### src/rtl/olr_pkg.sv
// Shared definitions for the OLR lane buffer: lane-word field positions,
// write-side packet state and a saturating counter helper.
package olr_pkg;

    localparam int VALID_BIT = 34;
    localparam int LAST_BIT  = 33;
    localparam int HDR_BIT   = 32;
    localparam int DATA_W    = 32;
    localparam int LANE_W    = 35;
    localparam int WORD_W    = LANE_W - 1;

    typedef enum logic [1:0] {
        W_IDLE = 2'd0,
        W_PKT  = 2'd1,
        W_DISC = 2'd2
    } wr_state_e;

    function automatic logic [15:0] sat_inc16(input logic [15:0] value, input logic en);
        return (en && value != 16'hFFFF) ? value + 16'd1 : value;
    endfunction

endpackage

### src/rtl/olr_buf_ram.sv
// DEPTH x WIDTH lane-buffer storage: synchronous write, asynchronous read.
module olr_buf_ram #(
    parameter int DEPTH = 16,
    parameter int WIDTH = 34
) (
    input  logic                     clk,
    input  logic                     wr_en,
    input  logic [$clog2(DEPTH)-1:0] wr_addr,
    input  logic [WIDTH-1:0]         wr_data,
    input  logic [$clog2(DEPTH)-1:0] rd_addr,
    output logic [WIDTH-1:0]         rd_data
);

    logic [WIDTH-1:0] mem [DEPTH];

    // NOTE: storage has no reset; readers only see entries covered by
    // committed packets, so stale contents are never observable.
    always_ff @(posedge clk) begin
        if (wr_en) mem[wr_addr] <= wr_data;
    end

    assign rd_data = mem[rd_addr];

endmodule

### src/rtl/olr_lane_buffer.sv
// Store-and-forward per-lane packet buffer behind the OLR egress stage.
// Optional macro OLR_BUF_STATS_EN adds drop_cnt / proto_err_cnt outputs.
module olr_lane_buffer
    import olr_pkg::*;
#(
    parameter int DEPTH        = 16,
    parameter int AFULL_MARGIN = 2
) (
    input  logic                       clk,
    input  logic                       reset,
    input  logic [LANE_W-1:0]          data_in,
    output logic                       buffer_ready,
    output logic                       out_valid,
    output logic [WORD_W-1:0]          out_data,
    input  logic                       out_ready,
    output logic [$clog2(DEPTH+1)-1:0] pkt_count,
    output logic [$clog2(DEPTH+1)-1:0] level,
    output logic                       overflow
`ifdef OLR_BUF_STATS_EN
    ,
    output logic [15:0]                drop_cnt,
    output logic [15:0]                proto_err_cnt
`endif
);

    localparam int AW = $clog2(DEPTH);
    localparam int CW = $clog2(DEPTH + 1);
    localparam logic [CW-1:0] DEPTH_C  = CW'(DEPTH);
    localparam logic [CW-1:0] MARGIN_C = CW'(AFULL_MARGIN);

    wr_state_e         state_q, state_d;
    logic [AW-1:0]     wr_ptr_q, wr_ptr_d, rd_ptr_q, start_q, start_d, wr_addr;
    logic [CW-1:0]     cmt_q, cmt_d, pend_q, pend_w, pend_d, pkt_d, level_d;
    logic              store, rewind, commit, ovf_set, drop_evt, proto_evt;
    logic              pop, pop_last, full;
    logic [WORD_W-1:0] rd_word;

    wire w_valid = data_in[VALID_BIT];
    wire w_last  = data_in[LAST_BIT];
    wire w_hdr   = data_in[HDR_BIT];

    // Level counts committed words plus the packet still being assembled.
    assign level     = cmt_q + pend_q;
    assign full      = (level == DEPTH_C);
    assign out_valid = (pkt_count != '0);
    assign out_data  = out_valid ? rd_word : '0;
    assign pop       = out_valid & out_ready;
    assign pop_last  = pop & rd_word[LAST_BIT];

    // NOTE: every signal gets a default before the case so no latch is inferred.
    always_comb begin
        state_d   = state_q;
        start_d   = start_q;
        pend_w    = pend_q;
        wr_addr   = wr_ptr_q;
        store     = 1'b0;
        rewind    = 1'b0;
        ovf_set   = 1'b0;
        drop_evt  = 1'b0;
        proto_evt = 1'b0;
        if (w_valid) begin
            unique case (state_q)
                W_IDLE: begin
                    if (!w_hdr) begin
                        proto_evt = 1'b1;
                    end else if (full) begin
                        ovf_set  = 1'b1;
                        drop_evt = 1'b1;
                        if (!w_last) state_d = W_DISC;
                    end else begin
                        store   = 1'b1;
                        start_d = wr_ptr_q;
                        pend_w  = CW'(1);
                    end
                end
                W_PKT: begin
                    if (full) begin
                        rewind   = 1'b1;
                        pend_w   = '0;
                        ovf_set  = 1'b1;
                        drop_evt = 1'b1;
                        state_d  = w_last ? W_IDLE : W_DISC;
                    end else if (w_hdr) begin
                        // Abandon the open packet; the header restarts at its slot.
                        rewind    = 1'b1;
                        proto_evt = 1'b1;
                        drop_evt  = 1'b1;
                        store     = 1'b1;
                        wr_addr   = start_q;
                        pend_w    = CW'(1);
                    end else begin
                        store  = 1'b1;
                        pend_w = pend_q + CW'(1);
                    end
                end
                W_DISC: begin
                    if (w_last) state_d = W_IDLE;
                end
                default: state_d = W_IDLE;
            endcase
        end
        commit = store & w_last;
        if (store) state_d = w_last ? W_IDLE : W_PKT;

        wr_ptr_d = store ? wr_addr + AW'(1) : (rewind ? start_q : wr_ptr_q);
        pend_d   = commit ? '0 : pend_w;
        cmt_d    = cmt_q + (commit ? pend_w : '0) - CW'(pop);
        pkt_d    = pkt_count + CW'(commit) - CW'(pop_last);
        level_d  = cmt_d + pend_d;
    end

    // NOTE: state registers use non-blocking assignments so every flop samples
    // the pre-edge values regardless of block ordering.
    always_ff @(posedge clk or negedge reset) begin
        if (!reset) begin
            state_q      <= W_IDLE;
            wr_ptr_q     <= '0;
            rd_ptr_q     <= '0;
            start_q      <= '0;
            cmt_q        <= '0;
            pend_q       <= '0;
            pkt_count    <= '0;
            overflow     <= 1'b0;
            buffer_ready <= 1'b0;
        end else begin
            state_q      <= state_d;
            wr_ptr_q     <= wr_ptr_d;
            rd_ptr_q     <= pop ? rd_ptr_q + AW'(1) : rd_ptr_q;
            start_q      <= start_d;
            cmt_q        <= cmt_d;
            pend_q       <= pend_d;
            pkt_count    <= pkt_d;
            overflow     <= overflow | ovf_set;
            buffer_ready <= (DEPTH_C - level_d) > MARGIN_C;
        end
    end

`ifdef OLR_BUF_STATS_EN
    always_ff @(posedge clk or negedge reset) begin
        if (!reset) begin
            drop_cnt      <= '0;
            proto_err_cnt <= '0;
        end else begin
            drop_cnt      <= sat_inc16(drop_cnt, drop_evt);
            proto_err_cnt <= sat_inc16(proto_err_cnt, proto_evt);
        end
    end
`endif

    olr_buf_ram #(
        .DEPTH (DEPTH),
        .WIDTH (WORD_W)
    ) u_ram (
        .clk     (clk),
        .wr_en   (store),
        .wr_addr (wr_addr),
        .wr_data (data_in[WORD_W-1:0]),
        .rd_addr (rd_ptr_q),
        .rd_data (rd_word)
    );

endmodule

### config.mk
export PLATFORM = sky130hd
export DESIGN_NAME = olr_lane_buffer
export DESIGN_NICKNAME = d
export VERILOG_FILES = /design/src/rtl/olr_pkg.sv /design/src/rtl/olr_buf_ram.sv /design/src/rtl/olr_lane_buffer.sv
export SDC_FILE = /design/constraint.sdc
export NUM_CORES = 1
export LEC_CHECK = 0
export ABC_CLOCK_PERIOD_IN_PS = 6000
export CAP_MARGIN = 10
export CORE_MARGIN = 4
export CORE_UTILIZATION = 59
export DETAILED_ROUTE_END_ITERATION = 12
export HOLD_SLACK_MARGIN = 0.05
export PLACE_DENSITY = 0.85
export SLEW_MARGIN = 20
export SYNTH_ARGS = -nofsm -noshare
export SYNTH_HDL_FRONTEND = slang
export SYNTH_SLANG_ARGS = --single-unit
### constraint.sdc
create_clock -name clk -period 6 [get_ports clk]
set_clock_uncertainty 0.2 [all_clocks]
set_input_delay 1.2 -clock clk [delete_from_list [all_inputs] [get_ports clk]]
set_output_delay 1.2 -clock clk [all_outputs]
set_load 0.02 [all_outputs]
## Word level (Yosys, flattened, before mapping)

Memories as Yosys holds them, arrays and structs flattened.
Index checks and enable logic that the tools add are counted.

| storage, ports and cells | value |
|---|---|
| word-level logic and storage cells | 79 |
| memory bits (writable) | 544 |
| memories kept | 1 |
| register bits after elaboration | 31 |
| input port bits | 38 |
| output and inout port bits | 47 |

Memory list:

| name | depth | bits a word | rd ports | clocked after memory_dff | wr ports | RTL line | RTL |
|---|---|---|---|---|---|---|---|
| u_ram.mem | 16 | 34 | 1 | 0 | 1 | olr_buf_ram.sv:14 | `logic [WIDTH-1:0] mem [DEPTH];` |

| cells by class | value |
|---|---|
| equality and inequality tests | 8 |
| magnitude comparators | 1 |
| bitwise gates (word level) | 5 |
| reduce and logical (&&, ||, !) cells | 6 |
| multiplexer cells | 39 |
| $add $sub $neg | 10 |

Operators with widths:

| cell | number |
|---|---|
| 2-to-1 mux 5 bit | 7 |
| 2-to-1 mux 34 bit | 1 |
| 2-to-1 mux 4 bit | 6 |
| 2-to-1 mux 2 bit | 8 |
| adder 5 bit | 3 |
| inequality test 3 bit, second input constant | 5 |
| 2-to-1 mux 1 bit | 13 |
| one-hot mux 5 bit (2 select lines) | 1 |
| subtractor 5 x 1 -> 5 bit | 2 |
| adder 4 x 1 -> 4 bit, second input constant | 2 |
| one-hot mux 2 bit (3 select lines) | 1 |
| AND reduction 6 bit | 1 |
| adder 5 x 1 -> 5 bit | 1 |
| adder 5 x 1 -> 5 bit, second input constant | 1 |
| equality test 5 bit, second input constant | 1 |
| > comparator 5 x 2 -> 1 bit, second input constant | 1 |
| nonzero test 5 bit | 1 |
| subtractor 5 bit, first input constant | 1 |
| one-hot mux 1 bit (2 select lines) | 2 |
| AND reduction 4 bit | 1 |
| nonzero test 2 bit | 2 |
| bitwise AND 1 bit | 3 |
| equality test 2 x 1 -> 1 bit, second input constant | 1 |
| equality test 2 bit, second input constant | 1 |
| other kinds (3) | 3 |

## Longest topological paths before layout

| depth | value |
|---|---|
| word-level depth | 13 |
| gate-level depth with buffers | 23 |
| mapped depth without buffers | 23 |

## Modules after synthesis

From an unflattened synthesis, not the netlist that was laid out.

| second synthesis, totals | value |
|---|---|
| cell total of the unflattened synthesis | 1139 |
| area, all modules | 23009.6 µm² |

Modules (own cells, without submodules):

| module | cells an instance | seq. area each (µm²) | times used | area an instance (µm²) |
|---|---|---|---|---|
| olr_buf_ram | 854 | 16335.7 | 1 | 20395.8 |
| olr_lane_buffer | 285 | 775.7 | 1 | 2613.8 |

## Worst setup path before layout

OpenSTA, ideal clock, no wires.

| timing path | value |
|---|---|
| path type | input port to flip-flop |
| from | in data_in[34] |
| to | reg buffer_ready |
| required time | 5.729 ns |
| buffers on the path | 2 |
| path slack | 0.860 ns |
| arrival time | 4.869 ns |
| stages | 20 |
| library setup time | 0.071 ns |
| path through | nor2b_1 -> buf_2 -> o21ai_0 -> a21oi_4 -> and2_1 -> buf_2 -> nand2_1 -> ha_1 -> inv_1 -> ha_1 -> a21o_1 -> a21oi_1 -> xor2_1 -> ha_1 -> ha_1 -> a21oi_1 -> xnor2_1 -> xor2_1 -> or4_1 -> nand4_1 |

| between the ends | value |
|---|---|
| cells in the longest elaborated chain, start to end | 8 |
| elaborated cells between the ends (all ways) | 10 |
| those cells by class | add/sub: 4; order compare: 1; mux: 4; bitwise: 1 |

RTL lines:

| element | RTL line | RTL |
|---|---|---|
| from (decl) | olr_lane_buffer.sv:11 | `input logic [LANE_W-1:0] data_in,` |
| 2-to-1 mux 1 bit | olr_lane_buffer.sv:61 | `if (w_valid) begin` |
| bitwise AND 1 bit | olr_lane_buffer.sv:102 | `commit = store & w_last;` |
| 2-to-1 mux 5 bit | olr_lane_buffer.sv:107 | `cmt_d = cmt_q + (commit ? pend_w : '0) - CW'(pop);` |
| adder 5 bit | olr_lane_buffer.sv:107 |  |
| subtractor 5 x 1 -> 5 bit | olr_lane_buffer.sv:107 |  |
| adder 5 bit * | olr_lane_buffer.sv:109 | `level_d = cmt_d + pend_d;` |
| subtractor 5 bit * | olr_lane_buffer.sv:134 | `buffer_ready <= (DEPTH_C - level_d) > MARGIN_C;` |
| > comparator 5 x 2 -> 1 bit * | olr_lane_buffer.sv:134 |  |
| to (signal assigned) | olr_lane_buffer.sv:134 |  |
| to (decl) | olr_lane_buffer.sv:12 | `output logic buffer_ready,` |

Mark *: on every way between the ends. The rest lies on a longest branch, timed or not.
A chain may end at the register's enable or synchronous reset.

## Worst setup path after layout

| timing path | value |
|---|---|
| from | reg pend_q[0] |
| to | reg buffer_ready |

| between the ends | value |
|---|---|
| cells in the longest elaborated chain, start to end | 13 |
| elaborated cells between the ends (all ways) | 21 |
| those cells by class | add/sub: 6; order compare: 1; eq/ne: 1; mux: 12; bitwise: 1 |

RTL lines:

| element | RTL line | RTL |
|---|---|---|
| from (decl) | olr_lane_buffer.sv:33 | `logic [CW-1:0] cmt_q, cmt_d, pend_q, pend_w, pend_d, pkt_d, level_d;` |
| from (signal assigned) | olr_lane_buffer.sv:131 | `pend_q <= pend_d;` |
| adder 5 bit | olr_lane_buffer.sv:43 | `assign level = cmt_q + pend_q;` |
| equality test 5 bit | olr_lane_buffer.sv:44 | `assign full = (level == DEPTH_C);` |
| 2-to-1 mux 1 bit | olr_lane_buffer.sv:66 | `end else if (full) begin` |
| 2-to-1 mux 1 bit | olr_lane_buffer.sv:64 | `if (!w_hdr) begin` |
| one-hot mux 1 bit (2 select lines) | olr_lane_buffer.sv:62 | `unique case (state_q)` |
| 2-to-1 mux 1 bit | olr_lane_buffer.sv:61 |  |
| bitwise AND 1 bit | olr_lane_buffer.sv:102 |  |
| 2-to-1 mux 5 bit | olr_lane_buffer.sv:107 |  |
| adder 5 bit | olr_lane_buffer.sv:107 |  |
| subtractor 5 x 1 -> 5 bit | olr_lane_buffer.sv:107 |  |
| adder 5 bit * | olr_lane_buffer.sv:109 |  |
| subtractor 5 bit * | olr_lane_buffer.sv:134 |  |
| > comparator 5 x 2 -> 1 bit * | olr_lane_buffer.sv:134 |  |

Marks and branches as above.

==> out/metrics.yaml <==
numPortBuffers: 84
dieWidth_microns: 206.0
dr.pass1.iters: 8
hold_viol_final: 0
ys_seq_area_share_pct: 73.94
relSlewSlack_pct: 39.93
cts_root_buf: "clkbuf_16"
ys.flop_type: "edfxtp_1"
die-area_sq_um: 42450
cts_buffers: 54
p_leak_nw: 8.641
yosys.area.top_type_share_pct: 70.59
synth_seq_cells: 575
min_period_over_period_pct: 89.76
routed_via_density: 6.437
htreeDepth: 2
antenna_found_initial: 4
min_period_ps: 5386
synth_cells: 1077
synth_top_area_cell: "edfxtp_1"
tightestPinTransition_ps: 901.1
coreArea_sq_um: 38740
async_reset_ff_share_pct: 5.391
drv_slew: 0
wl_microns: 52100
start_util_pct: 59.74
hold_class: "flop to flop"
crit_top_cell: "ha_1"
vias: 11340
clockBufferDepth: 3
grt_pass1_vias: 11840
drt_iter0_markers: 1159
worstPathCellList: "ha_1 -> fa_1 -> a21o_1 -> a21oi_2 -> xnor2_2 -> inv_2 -> nand2_1 -> nand4_1 -> ha_1 -> inv_1 -> ha_1 -> inv_1 -> fa_1 -> xor2_1 -> ha_1 -> ha_1 -> a21o_1 -> a21oi_1 -> xnor2_1 -> xor2_1 -> or4_1 -> nand4_1"
synth.most_common_cell: "edfxtp_1"
cellPowerDensity_nw_per_um2: 492.0
synth_edf_count: 544
rr_worst_depth: 22
grt_pass1_wl_microns: 76850
grt_use_total_pct: 25.11
grt_start_max_net_pins: 69
hold_path_depth: 1
crit_cells: 22
area_delta_synth_final_pct: 14.83
rsz0062_at_grt: "false"
n_fill_cell: 2341
avgSynthCellArea_sq_um: 21.49
maxCapViolations: 0
cp-end-kind: "flop"
fin_nets: 1272
crit_type: "flop to flop"
cts_setup_buffers: 0
critPathLaunchType: "flop"
syn-num-nets: 1149
clock_latency_ps: 580
synth_area_leaders: "edfxtp_1, mux4_2, dfrtp_1"
yosysUniqueCellTypes: 54
place.gp.congestion: 0.8490
totalPowerFinal_mw: 13.07
fmax_ghz: 0.1857
cts_tree: "yes"
final_antenna_net_count: 0
ys_top_cells_by_count: "edfxtp_1, mux4_2, and2_1"
grt_remaining_overflow: 0
cpPeakStageDelay_ps: 450
die_h_microns: 206.0
row_count: 72
path_buf_inv: 3
drc_errors: 0
yosysWarnings: 0
hp-start: "overflow"
cp_data_arrival_time_ps: 5700
cts_resized: 0
cts.reportedPaths.clkPinSlew_ps: 60
hold_buffers: 0
status: "finished clean"
syn_area_sq_um: 23140
cp_slowest_cell: "fa_1"
required_ps: 6310
io-pin-count: 85
drive_gt1_share_pct: 25.46
max-vdd-ir-drop_mv: 0.4381
dp_hpwl_microns: 27090
fin_tns_setup_ps: 0
crit_family: "adder cells"
crit_start: "pend_q[0]"
setup_viol: 0
cts.sinks: 575
cp_max_fo: 8
routedWlPerCell_microns: 29.58
r2r_start: "pend_q[0]"
==> final timing paths <==
kind	end	slack (ps)
min	overflow	280
max reg2reg	buffer_ready	610
max in group asynchronous	rd_ptr_q[0]	4430
min in group asynchronous	wr_ptr_q[0]	820
min reg2reg	overflow	280
max	buffer_ready	610
==> worst reg2reg max path: cells and delay by family, from the launching register on <==
| kind | cells | cell delay, ps |
|---|---|---|
| buffers and inverters | 3 | 240 |
| AND/OR/NAND/NOR | 4 | 920 |
| AO/OA/AOI/OAI | 4 | 750 |
| XOR/XNOR | 4 | 620 |
| flip-flops | 1 | 430 |
| adder cells (fa/ha/maj) | 7 | 2140 |
==> layout make-up <==
| type | count | area [sq um] | share of cell area, % |
|---|---|---|---|
| multi-input cells | 414 | 5746 | 21.62 |
| inverters | 38 | 142.6 | 0.5368 |
| repair buffers | 117 | 1264 | 4.756 |
| clock inverters | 33 | 257.7 | 0.9700 |
| well taps | 518 | 648.1 | 2.439 |
| clock buffers | 64 | 1389 | 5.226 |
| diodes | 2 | 5.005 | 0.01883 |
| flip-flops and latches | 575 | 17120 | 64.43 |
==> power breakdown <==
part | internal (mW) | switching (mW) | total [mW]
Combinational | 2.45 | 2.35 | 4.80
Sequential | 4.76 | 0.299 | 5.06
Clock | 1.78 | 1.43 | 3.21
Total | 9.00 | 4.08 | 13.1
==> sequential cells by signal, summed over array words and instances (netlist names) <==
| register | count |
|---|---|
| wr_ptr_q | 4 |
| cmt_q | 5 |
| pkt_count | 5 |
| buffer_ready | 1 |
| u_ram.mem | 544 |
| rd_ptr_q | 4 |
| state_q | 2 |
| overflow | 1 |
| pend_q | 5 |
| start_q | 4 |
==> placed cells by master, fill, tap and decap left out, drive strengths merged, types with 2 or more instances in the layout <==
cell,count
fa,4
nor2b,14
nand3b,2
diode,2
o211ai,4
ha,30
nand3,9
edfxtp,544
inv,38
xor2,7
a21o,7
dfrtp,31
nor2,15
o21ai,16
a21boi,2
o31ai,3
a31oi,2
clkdlybuf4s50,84
mux4,170
o21a,2
and3,2
nand4,6
and2,37
a21oi,17
or2,2
nand2,21
clkinv,24
nor3,5
xnor2,12
nand2b,4
buf,33
bufinv,3
clkinvlp,6
mux2,5
clkbuf,64
mux2i,5
==> per-layer routing <==
metal | up-vias | track usage [%] | routed length, microns
li1 | 4677 | - | -
met1 | 5914 | 33.10 | 18640
met2 | 627 | 43.11 | 27520
met3 | 112 | 5.602 | 4405
met4 | 6 | 6.797 | 1491
met5 | - | 0 | 41
==> cell families after synthesis <==
group	synth area share, %
compound gates	1.698
xor+xnor	0.7516
fa+ha+maj	1.968
buf+inv	1.746
flops	73.94
mux	17.00
simple gates	2.887
==> stage by stage <==
stage	setup slack [ps]	instances	cell area, sq um	util [%]	hold slack, ps
floorplan	860.4	1077	23140	-	306.0
global placement	479.6	1662	24920	64.33	251.8
detailed placement	332.1	1662	24920	64.33	260.3
CTS	618.8	1759	26570	68.59	278.3
global route	243.0	1760	26570	68.59	302.7
finish	614.4	1761	26570	68.60	276.7
Note: power is estimated with default switching activity, not from simulation.
